File: config.mk
export PLATFORM = sky130hd
export DESIGN_NAME = multicycle_ctrl
export DESIGN_NICKNAME = d
export VERILOG_FILES = /design/src/rtl/multicycle_ctrl.sv
export SDC_FILE = /design/constraint.sdc
export NUM_CORES = 1
export LEC_CHECK = 0
export CAP_MARGIN = 15
export CORE_UTILIZATION = 37
export CTS_BUF_LIST = sky130_fd_sc_hd__clkbuf_16
export CTS_CLUSTER_SIZE = 24
export DETAILED_ROUTE_END_ITERATION = 12
export PLACE_DENSITY_LB_ADDON = 0.2
export SLEW_MARGIN = 25
export SYNTH_ARGS = -nofsm -noshare
export SYNTH_HDL_FRONTEND = slang
export SYNTH_SLANG_ARGS = --single-unit
export TNS_END_PERCENT = 10
File: constraint.sdc
create_clock -name i_clk -period 2.05 [get_ports i_clk]
set_input_delay 0.41 -clock i_clk [delete_from_list [all_inputs] [get_ports i_clk]]
set_output_delay 0.41 -clock i_clk [all_outputs]
set_load 0.005 [all_outputs]
File: src/rtl/multicycle_ctrl.sv
// pa_riscv: shared RV32 ALU operation codes used by the datapath and its controllers.
// Encoding is {funct7b5, funct3} of the matching R-type instruction.
package pa_riscv;
  localparam logic [3:0] ALU_ADD = 4'b0000;
  localparam logic [3:0] ALU_SUB = 4'b1000;
  localparam logic [3:0] ALU_SLT = 4'b0010;
  localparam logic [3:0] ALU_XOR = 4'b0100;
  localparam logic [3:0] ALU_OR  = 4'b0110;
  localparam logic [3:0] ALU_AND = 4'b0111;
endpackage

// multicycle_ctrl: FSM controller for a multicycle RV32 subset core (lw, sw, R/I ALU, jal, beq).
// Latency: lw 5 cycles, sw/R/I/jal 4, beq 3; illegal instructions abort to FETCH after DECODE.
// Backpressure: none; the FSM advances every cycle. Ports: i_clk, i_arst_n, instruction
// fields (i_op, i_funct3, i_funct7b5), i_zeroFlag in; write strobes, datapath selects,
// immediate format, ALU operation, o_illegal pulse and o_state (debug) out.
module multicycle_ctrl
  import pa_riscv::*;
(
  input  logic       i_clk,
  input  logic       i_arst_n,
  input  logic [6:0] i_op,
  input  logic [2:0] i_funct3,
  input  logic       i_funct7b5,
  input  logic       i_zeroFlag,
  output logic       o_pcWrite,
  output logic       o_irWrite,
  output logic       o_regWrite,
  output logic       o_memWrite,
  output logic       o_adrSrc,
  output logic [1:0] o_aluSrcA,
  output logic [1:0] o_aluSrcB,
  output logic [1:0] o_resultSrc,
  output logic [1:0] o_immSrc,
  output logic [3:0] o_aluLogicOperation,
  output logic       o_illegal,
  output logic [3:0] o_state
);

  localparam logic [3:0] S_FETCH    = 4'd0;
  localparam logic [3:0] S_DECODE   = 4'd1;
  localparam logic [3:0] S_MEMADR   = 4'd2;
  localparam logic [3:0] S_MEMREAD  = 4'd3;
  localparam logic [3:0] S_MEMWB    = 4'd4;
  localparam logic [3:0] S_MEMWRITE = 4'd5;
  localparam logic [3:0] S_EXECR    = 4'd6;
  localparam logic [3:0] S_ALUWB    = 4'd7;
  localparam logic [3:0] S_EXECI    = 4'd8;
  localparam logic [3:0] S_JAL      = 4'd9;
  localparam logic [3:0] S_BEQ      = 4'd10;

  localparam logic [6:0] OP_LOAD  = 7'b0000011;
  localparam logic [6:0] OP_STORE = 7'b0100011;
  localparam logic [6:0] OP_RTYPE = 7'b0110011;
  localparam logic [6:0] OP_ITYPE = 7'b0010011;
  localparam logic [6:0] OP_JAL   = 7'b1101111;
  localparam logic [6:0] OP_BEQ   = 7'b1100011;

  logic [3:0] state_q;
  logic [3:0] state_d;

  logic is_load, is_store, is_rtype, is_itype, is_jal, is_beq;
  logic funct3_alu_ok;
  logic legal_instr;
  logic [3:0] alu_dec;

  // strobes before reset gating
  logic pc_write, ir_write, reg_write, mem_write;

  assign is_load  = (i_op == OP_LOAD);
  assign is_store = (i_op == OP_STORE);
  assign is_rtype = (i_op == OP_RTYPE);
  assign is_itype = (i_op == OP_ITYPE);
  assign is_jal   = (i_op == OP_JAL);
  assign is_beq   = (i_op == OP_BEQ);

  assign funct3_alu_ok = (i_funct3 == 3'b000) || (i_funct3 == 3'b010) ||
                         (i_funct3 == 3'b100) || (i_funct3 == 3'b110) ||
                         (i_funct3 == 3'b111);

  assign legal_instr = ((is_load || is_store) && (i_funct3 == 3'b010)) ||
                       ((is_rtype || is_itype) && funct3_alu_ok) ||
                       is_jal ||
                       (is_beq && (i_funct3 == 3'b000));

  // funct7b5 only selects SUB for R-type; addi with bit 30 set is still ADD
  always_comb begin
    alu_dec = ALU_ADD;
    case (i_funct3)
      3'b000:  alu_dec = (is_rtype && i_funct7b5) ? ALU_SUB : ALU_ADD;
      3'b010:  alu_dec = ALU_SLT;
      3'b100:  alu_dec = ALU_XOR;
      3'b110:  alu_dec = ALU_OR;
      3'b111:  alu_dec = ALU_AND;
      default: alu_dec = ALU_ADD;
    endcase
  end

  always_comb begin
    state_d = S_FETCH;
    case (state_q)
      S_FETCH:  state_d = S_DECODE;
      S_DECODE: begin
        if (!legal_instr)                 state_d = S_FETCH;
        else if (is_load || is_store)     state_d = S_MEMADR;
        else if (is_rtype)                state_d = S_EXECR;
        else if (is_itype)                state_d = S_EXECI;
        else if (is_jal)                  state_d = S_JAL;
        else                              state_d = S_BEQ;
      end
      S_MEMADR:   state_d = is_load ? S_MEMREAD : S_MEMWRITE;
      S_MEMREAD:  state_d = S_MEMWB;
      S_EXECR,
      S_EXECI,
      S_JAL:      state_d = S_ALUWB;
      default:    state_d = S_FETCH;  // terminal states and unused codes 11-15
    endcase
  end

  always_ff @(posedge i_clk or negedge i_arst_n) begin
    if (!i_arst_n) state_q <= S_FETCH;
    else           state_q <= state_d;
  end

  always_comb begin
    pc_write            = 1'b0;
    ir_write            = 1'b0;
    reg_write           = 1'b0;
    mem_write           = 1'b0;
    o_adrSrc            = 1'b0;
    o_aluSrcA           = 2'b00;
    o_aluSrcB           = 2'b00;
    o_resultSrc         = 2'b00;
    o_aluLogicOperation = ALU_ADD;
    case (state_q)
      S_FETCH: begin
        ir_write    = 1'b1;
        pc_write    = 1'b1;
        o_aluSrcB   = 2'b10;
        o_resultSrc = 2'b10;
      end
      S_DECODE: begin
        o_aluSrcA = 2'b01;
        o_aluSrcB = 2'b01;
      end
      S_MEMADR: begin
        o_aluSrcA = 2'b10;
        o_aluSrcB = 2'b01;
      end
      S_MEMREAD:  o_adrSrc = 1'b1;
      S_MEMWB: begin
        o_resultSrc = 2'b01;
        reg_write   = 1'b1;
      end
      S_MEMWRITE: begin
        o_adrSrc  = 1'b1;
        mem_write = 1'b1;
      end
      S_EXECR: begin
        o_aluSrcA           = 2'b10;
        o_aluLogicOperation = alu_dec;
      end
      S_ALUWB:    reg_write = 1'b1;
      S_EXECI: begin
        o_aluSrcA           = 2'b10;
        o_aluSrcB           = 2'b01;
        o_aluLogicOperation = alu_dec;
      end
      S_JAL: begin
        o_aluSrcA = 2'b01;
        o_aluSrcB = 2'b10;
        pc_write  = 1'b1;
      end
      S_BEQ: begin
        o_aluSrcA           = 2'b10;
        o_aluLogicOperation = ALU_SUB;
        pc_write            = i_zeroFlag;
      end
      default: ;
    endcase
  end

  // Reset is async and state_q already sits at FETCH, so only the strobes need
  // masking to keep them quiet while reset is held.
  assign o_pcWrite  = pc_write  & i_arst_n;
  assign o_irWrite  = ir_write  & i_arst_n;
  assign o_regWrite = reg_write & i_arst_n;
  assign o_memWrite = mem_write & i_arst_n;
  assign o_illegal  = (state_q == S_DECODE) & ~legal_instr & i_arst_n;
  assign o_state    = state_q;

  always_comb begin
    o_immSrc = 2'b00;
    if (is_store)    o_immSrc = 2'b01;
    else if (is_beq) o_immSrc = 2'b10;
    else if (is_jal) o_immSrc = 2'b11;
  end

endmodule

* After elaboration in Yosys (flattened, before gate mapping)
Cells that the tools add are included.
Widths: inputs -> output; s select.
** Storage, ports and cells
- Flip-flop bits (word level) :: 4
- Bits in latches :: 0
- Bits in writable memories :: 0
- Memory bits (read-only) :: 0
- Input bits :: 14
- Output and inout bits :: 22
- Memories :: 0
** Cells by class
- Add/subtract/negate cells :: 0
- Multiply operators :: 0
- Divide/modulo/power cells :: 0
- Magnitude comparators :: 0
- Eq/ne operators :: 20
- Shifts and indexed selects :: 0
- Multiplexer cells :: 21
- Bitwise logic cells :: 7
- Reduce and logical (&&, ||, !) cells :: 23
** Operators with widths (count)
- $pmux 4 s5 :: 2
- $eq 4x3->1 const B :: 4
- $mux 4 :: 4
- $eq 7x6->1 const B :: 2
- $eq 7x7->1 const B :: 2
- $eq 4x4->1 const B :: 3
- $pmux 2 s2 :: 3
- $mux 2 :: 5
- $reduce_or 2->1 :: 5
- $eq 3x3->1 const B :: 3
- $logic_or 1x1->1 :: 9
- $eq 4x2->1 const B :: 2
- $pmux 4 s2 :: 1
- $eq 7x2->1 const B :: 1
- $eq 7x5->1 const B :: 1
- $and 1x1->1 :: 6
- $reduce_or 3->1 :: 2
- $eq 4x1->1 const B :: 1
- $logic_and 1x1->1 :: 4
- $logic_not 4->1 :: 1
- $mux 1 :: 4
- $reduce_or 4->1 :: 1
- $eq 3x2->1 const B :: 1
- $logic_not 3->1 :: 1
- 3 further kinds :: 3

* Logic depth before layout (Yosys ltp)
Gate-level depths: netlist of run 1.
- Word-level depth :: 12
- Mapped depth :: 5
- Gate-level depth less buffers :: 4

* Least setup slack after synthesis of run 1
No wires, ideal clock.
- Path kind :: reg2out
- Start point :: register state_q[2] (netlist: o_state[2])
- End point :: output port o_aluLogicOperation[3]
- Data arrival time :: 1.283 ns
- Slack :: 0.357 ns
- Cell stages (with the launch flop) :: 5
- Cell sequence :: dfrtp_1 -> buf_2 -> or2b_1 -> a2111o_1 -> a21oi_1
** On the way
- Cells in the longest elaborated chain, start to end :: 3
- Elaborated cells between the ends (all ways) :: 5
- Those cells by class :: eq/ne (3); mux (1); reduce/logical (1)
** Ends and longest elaborated chain
- from (decl) :: RTL line 59 : logic [3:0] state_q;
- from (signal assigned) :: RTL line 122 : else state_q <= state_d;
- $eq 4x4->1 or $eq 4x3->1 (tied branches) :: RTL line 135 : case (state_q)
- $reduce_or 2->1 (no line)
- $pmux 4 s2 * :: RTL line 135
- to (decl) :: RTL line 35 : output logic [3:0] o_aluLogicOperation,
Mark *: on every way between the ends. The rest lies on a longest branch, timed or not.

* Worst setup path in the final report of run 1
- Start point :: register state_q[0] (netlist: o_state[0])
- End point :: output port o_aluSrcB[0]
** On the way
- Cells in the longest elaborated chain, start to end :: 3
- Elaborated cells between the ends (all ways) :: 8
- Those cells by class :: eq/ne (4); mux (1); reduce/logical (3)
** Ends and longest elaborated chain
- $eq 4x1->1 (tied with other cells) :: RTL line 135
- $reduce_or 3->1 (no line) or $reduce_or 2->1 (tied branches)
- $pmux 2 s2 * :: RTL line 135
- to (decl) :: RTL line 32 : output logic [1:0] o_aluSrcB,
Marks and branches as above.

==> results of run 1 <==
worst max path at each step:
| stage | endpoint | slack, ns | depth (start not counted) |
|---|---|---|---|
| final | o_aluSrcB[0] | -0.09 | 5 |
| after global routing | o_regWrite | -0.17 | 5 |
| after CTS | o_aluLogicOperation[0] | -0.27 | 5 |
| after detailed placement | o_aluLogicOperation[3] | -0.63 | 6 |
| after global placement | o_aluLogicOperation[3] | -0.61 | 6 |
| after floorplan | o_aluLogicOperation[3] | 0.36 | 4 |
cell families (layout without fill, tap and decap cells):
kind of cell / after synthesis / count (layout)
AO/OA/AOI/OAI: 24 / 24
flip-flops: 4 / 4
AND/OR/NAND/NOR: 50 / 50
buffers and inverters: 7 / 66
XOR/XNOR: 2 / 2
power by group through the flow:
stage                     combinational (mW)  sequential, mW  clock (mW)
after detailed placement               0.452           0.113           0
after global placement                 0.447           0.111           0
after global routing                   0.502           0.126       0.316
final                                  0.455           0.125       0.310
after CTS                              0.449           0.118       0.317
after floorplan                        0.188           0.106           0
synth_stat cells (all sizes together):
library cell,count
nor2b,2
a22oi,1
and3b,1
o21ai,5
xnor2,1
a31o,1
or3b,2
a32oi,1
dfrtp,4
inv,2
a21boi,1
a21oi,8
nor3b,2
and2,2
or2,1
or2b,1
nand2b,5
o22a,1
and3,2
nand3b,3
clkbuf,1
nor4,1
nor2,13
o32ai,1
a21bo,1
nand2,9
xor2,1
nand4,1
o21a,1
a31oi,2
nor3,4
nor4b,1
a2111o,1
buf,4
routing by layer:
metal  wire (µm)  track usage (%)  vias up
met5           0                0        -
met4          58             13.1        0
met3          73             2.16        5
met2         951             38.2       25
met1         943             32.9      394
li1            -                -      433
area by class of cell:
cell class	instances	area (µm²)	area share (%)
clock buffer	3	75.1	5.93
inverter	2	7.51	0.593
multi-input combinational	76	519	41.0
sequential	4	101	8.00
tap	16	20.0	1.58
timing repair buffer	61	543	42.9
through the flow:
| stage | TNS (ns) | total power [mW] | hold slack, ns |
|---|---|---|---|
| 6_report | -0.341 | 0.890 | 0.308 |
| 5_1_grt | -0.745 | 0.944 | 0.328 |
| 4_1_cts | -1.21 | 0.883 | 0.309 |
| 3_5_place_dp | -2.61 | 0.566 | 0.743 |
| 3_3_place_gp | -2.37 | 0.558 | 0.741 |
| 2_1_floorplan | 0 | 0.294 | 0.114 |
repair_timing:
action,4_1_cts,5_1_grt
resized for setup,31,24
pin swaps,3,6
buffers inserted,1,2
setup endpoints to repair,17,15
==> impl_metrics.json, run 1 <==
{
  "synthAdderAreaFrac_pct": 0,
  "hold_viol_final": 0,
  "synth-compound-area-share_pct": 26.7,
  "fmax_mhz": 467,
  "clkLatencyLatePin_ns": 0.23,
  "portBuffers": 35,
  "path_class": "reg2out",
  "regToRegEndpoint": "o_state[2]",
  "ys_ff_latch": 4,
  "post-route-period-util_pct": 105,
  "final.setup_skew_ns": 0.00381,
  "drc": 0,
  "dp_hpwl_um": 1480,
  "crit_required_ns": 1.64,
  "synth_top_family_by_area": "simple AND/OR/NAND/NOR gates",
  "synth_top_area_cell": "dfrtp_1",
  "die_w_um": 42.4,
  "synth-xor-area-share_pct": 2.90,
  "synth_top_area_share_pct": 16.6,
  "synthToLayoutAreaGrowth_pct": 110,
  "violations": "setup timing",
  "fin_area_um2": 1270,
  "num_io_pins": 36,
  "combPwrFrac_pct": 51.1,
  "start_kind": "register",
  "cp_cell_sequence": "buf_4 -> nor2_1 -> nand2_1 -> a21oi_1 -> clkdlybuf4s50_1",
  "drv_cap": 0,
  "slew_headroom_pct": 85.2,
  "hold_buffers": 0,
  "setup_viol": 5,
  "synth.distinct_cells": 40,
  "cp_top_family": "buffers and inverters",
  "clk_pin_slew_ns": 0.03,
  "postSynthAreaPerCell_um2": 6.95,
  "finalCriticalPeriod_ns": 2.14,
  "largest_reg_flops": 4,
  "rr_startpoint": "o_state[1]",
  "fin_cells": 162,
  "intPower_mw": 0.614,
  "syn_area_um2": 604,
  "tightestPinTransition_ns": 0.220,
  "nets": 162,
  "vias_per_cell": 5.29,
  "gp_congestion": 0.897,
  "final_common_cell": "buf_4",
  "syn_nets": 101,
  "syn_inst": 87,
  "synth.top_cells.by_area": "dfrtp_1, nor2_1, a21oi_1",
  "rsz0062_at_grt": "yes",
  "worstPathArrival_ns": 1.73,
  "pwr-share-clk_pct": 34.8,
  "post-route-util_pct": 83.1,
  "rows": 14,
  "grt_pass1_wl_um": 3390,
  "die_height_um": 42.4,
  "cts-htree-levels": 1,
  "initial_core_util_pct": 39.7,
  "first_pass_iters": 4,
  "final_layout_size_suffix_gt1_share_pct": 34.9,
  "p_switching_mw": 0.276,
  "drv_slew": 0,
  "hold_path_class": "in2async",
  "reg2regPathDepth": 6,
  "numCtsBuffers": 3,
  "layout_common_cells": "buf_4, nor2_1, clkdlybuf4s50_1",
  "grt-ovfl-total": 0,
  "seqPwrFrac_pct": 14.1,
  "grt_max_degree": 16,
  "clock_sinks": 4,
  "p_leak_nw": 0.645,
  "yosysWarningCount": 0,
  "synth-simple-area-share_pct": 47.8,
  "worst_path_max_delay_cell": "clkdlybuf4s50_1",
  "slowest_delay_ns": 0.51,
  "cts.path.max_buffers": 2,
  "startpoint": "o_state[0]",
  "fin_ws_ns": -0.0930,
  "drt-wirelength-per-cell_um": 12.5,
  "place_area_um2": 1120,
  "dp.cells": 156,
  "p_per_area_nw_per_um2": 703,
  "cts_root_buf": "clkbuf_16",
  "grt_pass1_vias": 776,
  "track_usage_pct": 24.4,
  "antenna_cells": 0,
  "path_buf_inv": 2,
  "drt_iter0_drc": 20,
  "ir_drop_mv": 1.02,
  "core_um2": 1520,
  "path_max_fanout": 8,
  "grt_antenna_before_repair": 0,
  "antenna_left": 0,
  "r2r_setup_slack_ns": 0.46,
  "vias": 857,
  "cts_tree": "yes",
  "fillers": 100,
  "post-place-ws_ns": -0.627,
  "die_area_um2": 1800,
  "routed_wl_um": 2030,
  "crit_path_end_kind": "primary output",
  "status": "finished, violations left",
  "synthMuxAreaShare_pct": 0,
  "ys_seq_area_share_pct": 16.6,
  "swShare_pct": 31.0
}
Note: power is estimated with default switching activity, not from simulation.
==> run 2, diff against run 1 <==
==> constraint.sdc (replaced) <==
create_clock -name i_clk -period 2.15 [get_ports i_clk]
set_input_delay 0.43 -clock i_clk [delete_from_list [all_inputs] [get_ports i_clk]]
set_output_delay 0.43 -clock i_clk [all_outputs]
set_load 0.005 [all_outputs]
==> run 2 against run 1 <==
- the run still ends with setup timing left
- sequential power about the same
- clock power fell by 5%
- worst hold slack better by 0.021 ns
- first-iteration DRC count increased by 25%
- global-route usage is 0.91 points higher
- die area unchanged
- register-to-register slack improved by 0.04 ns
- final cell count down 2.5%
- critical path type unchanged
- largest cell class is now multi-input combinational cells
==> impl_metrics.json, run 2 (synthesis results as in run 1) <==
{
  "drc": 0,
  "gp_congestion": 0.890,
  "initial_core_util_pct": 39.7,
  "worst_path_max_delay_cell": "clkdlybuf4s50_1",
  "tightestPinTransition_ns": 0.256,
  "path_max_fanout": 8,
  "path_class": "reg2out",
  "portBuffers": 35,
  "setup_viol": 2,
  "drv_slew": 0,
  "drt_iter0_drc": 25,
  "post-place-ws_ns": -0.599,
  "numCtsBuffers": 3,
  "rsz0062_at_grt": "yes",
  "fmax_mhz": 463,
  "fillers": 106,
  "die_w_um": 42.4,
  "clock_sinks": 4,
  "worstPathArrival_ns": 1.73,
  "rows": 14,
  "r2r_setup_slack_ns": 0.50,
  "antenna_cells": 0,
  "vias_per_cell": 5.66,
  "rr_startpoint": "o_state[1]",
  "p_per_area_nw_per_um2": 695,
  "first_pass_iters": 4,
  "grt-ovfl-total": 0,
  "hold_slack_ns": 0.329,
  "post-route-period-util_pct": 100,
  "crit_required_ns": 1.72,
  "grt_max_degree": 16,
  "routed_wl_um": 2440,
  "nets": 158,
  "regToRegEndpoint": "o_state[2]",
  "antenna_left": 0,
  "hold_path_class": "in2async",
  "cts_root_buf": "clkbuf_16",
  "status": "finished, violations left",
  "cts-htree-levels": 1,
  "die_height_um": 42.4,
  "layout_common_cells": "buf_4, dlygate4sd2_1, clkdlybuf4s50_1",
  "cts.path.max_buffers": 2,
  "multiInputGateArea_um2": 531,
  "num_io_pins": 36,
  "final_layout_size_suffix_gt1_share_pct": 33.8,
  "slew_headroom_pct": 82.7,
  "largest_reg_flops": 4,
  "final.setup_skew_ns": 0.00146,
  "path_buf_inv": 2,
  "regArea_um2": 101,
  "track_usage_pct": 25.3,
  "drt-wirelength-per-cell_um": 15.4,
  "hold_viol_final": 0,
  "cp_top_family": "buffers and inverters",
  "start_kind": "register",
  "p_leak_nw": 0.638,
  "total_power_mw": 0.875,
  "finalCriticalPeriod_ns": 2.16,
  "final_common_cell": "buf_4",
  "clk_pin_slew_ns": 0.03,
  "vias": 894,
  "violations": "setup timing",
  "cts_tree": "yes",
  "slowest_delay_ns": 0.51,
  "core_um2": 1520,
  "grt_antenna_before_repair": 0,
  "grt_pass1_wl_um": 3560,
  "ir_drop_mv": 0.805,
  "die_area_um2": 1800,
  "reg2regPathDepth": 6,
  "startpoint": "o_state[0]",
  "grt_pass1_vias": 804,
  "synthToLayoutAreaGrowth_pct": 108,
  "crit_path_end_kind": "primary output",
  "dp_hpwl_um": 1540,
  "fin_ws_ns": -0.0105,
  "drv_cap": 0,
  "clkLatencyLatePin_ns": 0.22,
  "cp_cell_sequence": "buf_4 -> nor2_2 -> nand2_1 -> a21oi_1 -> clkdlybuf4s50_1"
}
==> run 2: cell types whose count changed in the layout (fill, tap and decap cells not counted), moves of 3 or more <==
cell and change:
buf_4 -4, clkdlybuf4s15_1 -5, clkdlybuf4s50_1 +3, dlygate4sd2_1 +4
==> run 2: area by class of cell <==
cell class | count | share of cell area [%]
inverter | 2 | 0.596
multi-input combinational | 76 | 42.1
timing repair buffer | 57 | 41.7
clock buffer | 3 | 5.96
sequential | 4 | 8.05
tap | 16 | 1.59
==> run 2: through the flow <==
step	std cells	TNS, ns	instance area (µm²)	utilization (%)
6_report	158	-0.0122	1260	82.6
5_1_grt	158	-0.192	1260	82.6
4_1_cts	158	-0.354	1210	79.1
3_5_place_dp	154	-2.13	1100	72.4
3_3_place_gp	154	-1.90	1100	72.4
2_1_floorplan	87	0	604	-
==> run 2: layer usage <==
layer  routed length (µm)  track usage (%)  up-vias  share of wire (%)
li1                     -                -      426                  -
met1                 1050             35.1      417                 43
met2                 1250             41.8       47                 51
met3                  119             1.72        4                4.9
met4                   24             7.50        0               0.98
met5                    0                0        -                  0
==> run 2: how the worst max path moves through the flow <==
stage                     slack [ns]                     end  depth (start not counted)
after floorplan                 0.44  o_aluLogicOperation[3]                          4
after global placement         -0.55  o_aluLogicOperation[3]                          6
after detailed placement       -0.60  o_aluLogicOperation[3]                          6
after CTS                      -0.14               o_illegal                          7
after global routing           -0.08            o_aluSrcB[0]                          5
final                          -0.01            o_aluSrcB[0]                          5
==> run 2: power breakdown <==
group,switching (mW),total [mW],internal (mW)
Sequential,0.0342,0.123,0.0893
Combinational,0.190,0.456,0.266
Clock,0.0570,0.295,0.238
Total,0.281,0.875,0.593
==> run 2: repair_timing <==
action                                  CTS  global route
resized for setup                        28            16
buffers inserted                          1             0
hold buffers                              0             0
endpoints found under the setup margin   12            11
pin swaps                                 3             7
==> run 2: worst register-to-register path: stages (launching register included) <==
cell and delay [ns]:
dfrtp_1 0.41, buf_6 0.17, nand2b_4 0.16, nor3_2 0.17, buf_4 0.16, or3b_1 0.37
o21ai_2 0.13
==> run 3, diff against run 2 <==
==> constraint.sdc (replaced) <==
create_clock -name i_clk -period 2.35 [get_ports i_clk]
set_input_delay 0.47 -clock i_clk [delete_from_list [all_inputs] [get_ports i_clk]]
set_output_delay 0.47 -clock i_clk [all_outputs]
set_load 0.005 [all_outputs]
==> run 3 against run 2 <==
- the run now ends clean
- combinational power shrank 18%
- sequential power shrank 19%
- critical endpoint is now o_aluLogicOperation[0]
- flip-flop and latch count is the same
- via count shrank 8.3%
- sequential share of layout area grew 0.33 points
- final area shrank 5.1%
- final cell count shrank 1.3%
- critical path type unchanged
- clock skew shrank 0.00065 ns
- global-route usage shrank 2.8 points
==> impl_metrics.json, run 3 (synthesis results as in run 1) <==
{
  "status": "completed",
  "final.setup_skew_ns": 0.000808,
  "worstPathArrival_ns": 1.88,
  "fillers": 124,
  "drv_cap": 0,
  "setup_viol": 0,
  "gp_congestion": 0.898,
  "rows": 14,
  "slew_headroom_pct": 80.0,
  "num_io_pins": 36,
  "hold_path_class": "in2async",
  "grt_antenna_before_repair": 0,
  "cts-htree-levels": 1,
  "final_layout_size_suffix_gt1_share_pct": 27.1,
  "antenna_cells": 0,
  "hold_slack_ns": 0.261,
  "reg2regPathDepth": 5,
  "clock_sinks": 4,
  "layout_common_cells": "clkdlybuf4s50_1, buf_4, nor2_1",
  "largest_reg_flops": 4,
  "use_met1_pct": 33.9,
  "dp_hpwl_um": 1470,
  "rsz0062_at_grt": "yes",
  "initial_core_util_pct": 39.7,
  "drc": 0,
  "grt-ovfl-total": 0,
  "drv_slew": 0,
  "regToRegEndpoint": "o_state[2]",
  "hold_buffers": 0,
  "track_usage_pct": 22.5,
  "finalCriticalPeriod_ns": 2.35,
  "cts.path.max_buffers": 2,
  "cts_root_buf": "clkbuf_16",
  "r2r_setup_slack_ns": 0.79,
  "fmax_mhz": 426,
  "grt_pass1_vias": 764,
  "vias_per_cell": 5.26,
  "drt_iter0_drc": 12,
  "fin_cells": 156,
  "post-route-period-util_pct": 99.9,
  "nets": 156,
  "crit_path_end_kind": "primary output",
  "drt-wirelength-per-cell_um": 12.4,
  "start_kind": "register",
  "gr-usage-met3_pct": 2.59,
  "vias": 820,
  "portBuffers": 35,
  "numCtsBuffers": 3,
  "die_w_um": 42.4,
  "die_height_um": 42.4,
  "p_per_area_nw_per_um2": 614,
  "grt_pass1_wl_um": 3200,
  "clkLatencyLatePin_ns": 0.22,
  "cts_tree": "yes",
  "path_class": "reg2out",
  "dp.cells": 153,
  "first_pass_iters": 4,
  "path_max_fanout": 4,
  "grt_max_degree": 16,
  "use_met2_pct": 32.9,
  "grt-busiest-layer": "met1",
  "hold_viol_final": 0,
  "p_leak_nw": 0.569,
  "core_um2": 1520,
  "fin_area_um2": 1190,
  "tightestPinTransition_ns": 0.296,
  "clk_pin_slew_ns": 0.03,
  "synthToLayoutAreaGrowth_pct": 97.7,
  "die_area_um2": 1800,
  "ir_drop_mv": 0.859,
  "antenna_left": 0,
  "rr_startpoint": "o_state[1]",
  "place_area_um2": 1100,
  "routed_wl_um": 1940,
  "crit_required_ns": 1.88
}
run 3: changes by cell type in the layout (fill, tap and decap cells not counted), moves of 2 or more:
cell,previous run,this run
buf_6,3,0
dlymetal6s2s_1,7,4
dlygate4sd2_1,13,11
clkdlybuf4s50_1,13,20
run 3: metrics by stage:
step	setup WS (ns)	util (%)	power (mW)	setup TNS, ns
floorplan	0.597	-	0.256	0
global placement	-0.429	71.9	0.463	-1.28
detailed placement	-0.460	71.9	0.468	-1.37
CTS	-0.196	76.8	0.734	-0.201
global route	-0.100	78.4	0.780	-0.151
finish	0.00126	78.4	0.734	0
run 3: critical path, stage by stage, from the launching register on:
cell	delay (ns)
dfrtp_1	0.39
or3b_1	0.40
a21oi_2	0.16
nand2_1	0.09
nor2_1	0.11
clkdlybuf4s50_1	0.51
run 3: layout make-up:
| cell class | count | area [µm²] | share of cell area (%) |
|---|---|---|---|
| clock buffers | 3 | 75.1 | 6.28 |
| well taps | 16 | 20.0 | 1.68 |
| flip-flops and latches | 4 | 100 | 8.38 |
| repair buffers | 55 | 497 | 41.6 |
| inverters | 2 | 7.51 | 0.628 |
| multi-input cells | 76 | 495 | 41.5 |
run 3: repair_timing:
item                                    4_1_cts  5_1_grt
pin swaps                                     2        1
gates cloned                                  0        0
buffers inserted                              0        0
resized for setup                            15        8
endpoints found under the setup margin        8        8
run 3: layer usage:
layer  share of wire (%)  routed length, µm  vias up
met3                 1.9                 37        0
met5                   0                  0        -
met1                  49                945      383
li1                    -                  -      421
met4                   0                  0        0
met2                  49                958       16
run 3: worst max-delay path by stage:
stage	startpoint	end	slack [ns]
floorplan	o_state[2]	o_aluLogicOperation[3]	0.60
global placement	i_funct3[0]	o_aluLogicOperation[3]	-0.43
detailed placement	i_funct3[0]	o_aluLogicOperation[3]	-0.46
CTS	i_op[0]	o_illegal	-0.20
global route	o_state[1]	o_aluLogicOperation[0]	-0.1
finish	o_state[1]	o_aluLogicOperation[0]	0.001
run 3: report_power, final:
part           total [mW]  internal, mW  switching [mW]
Combinational       0.372         0.219           0.154
Clock               0.262         0.217          0.0451
Sequential         0.0996        0.0799          0.0197
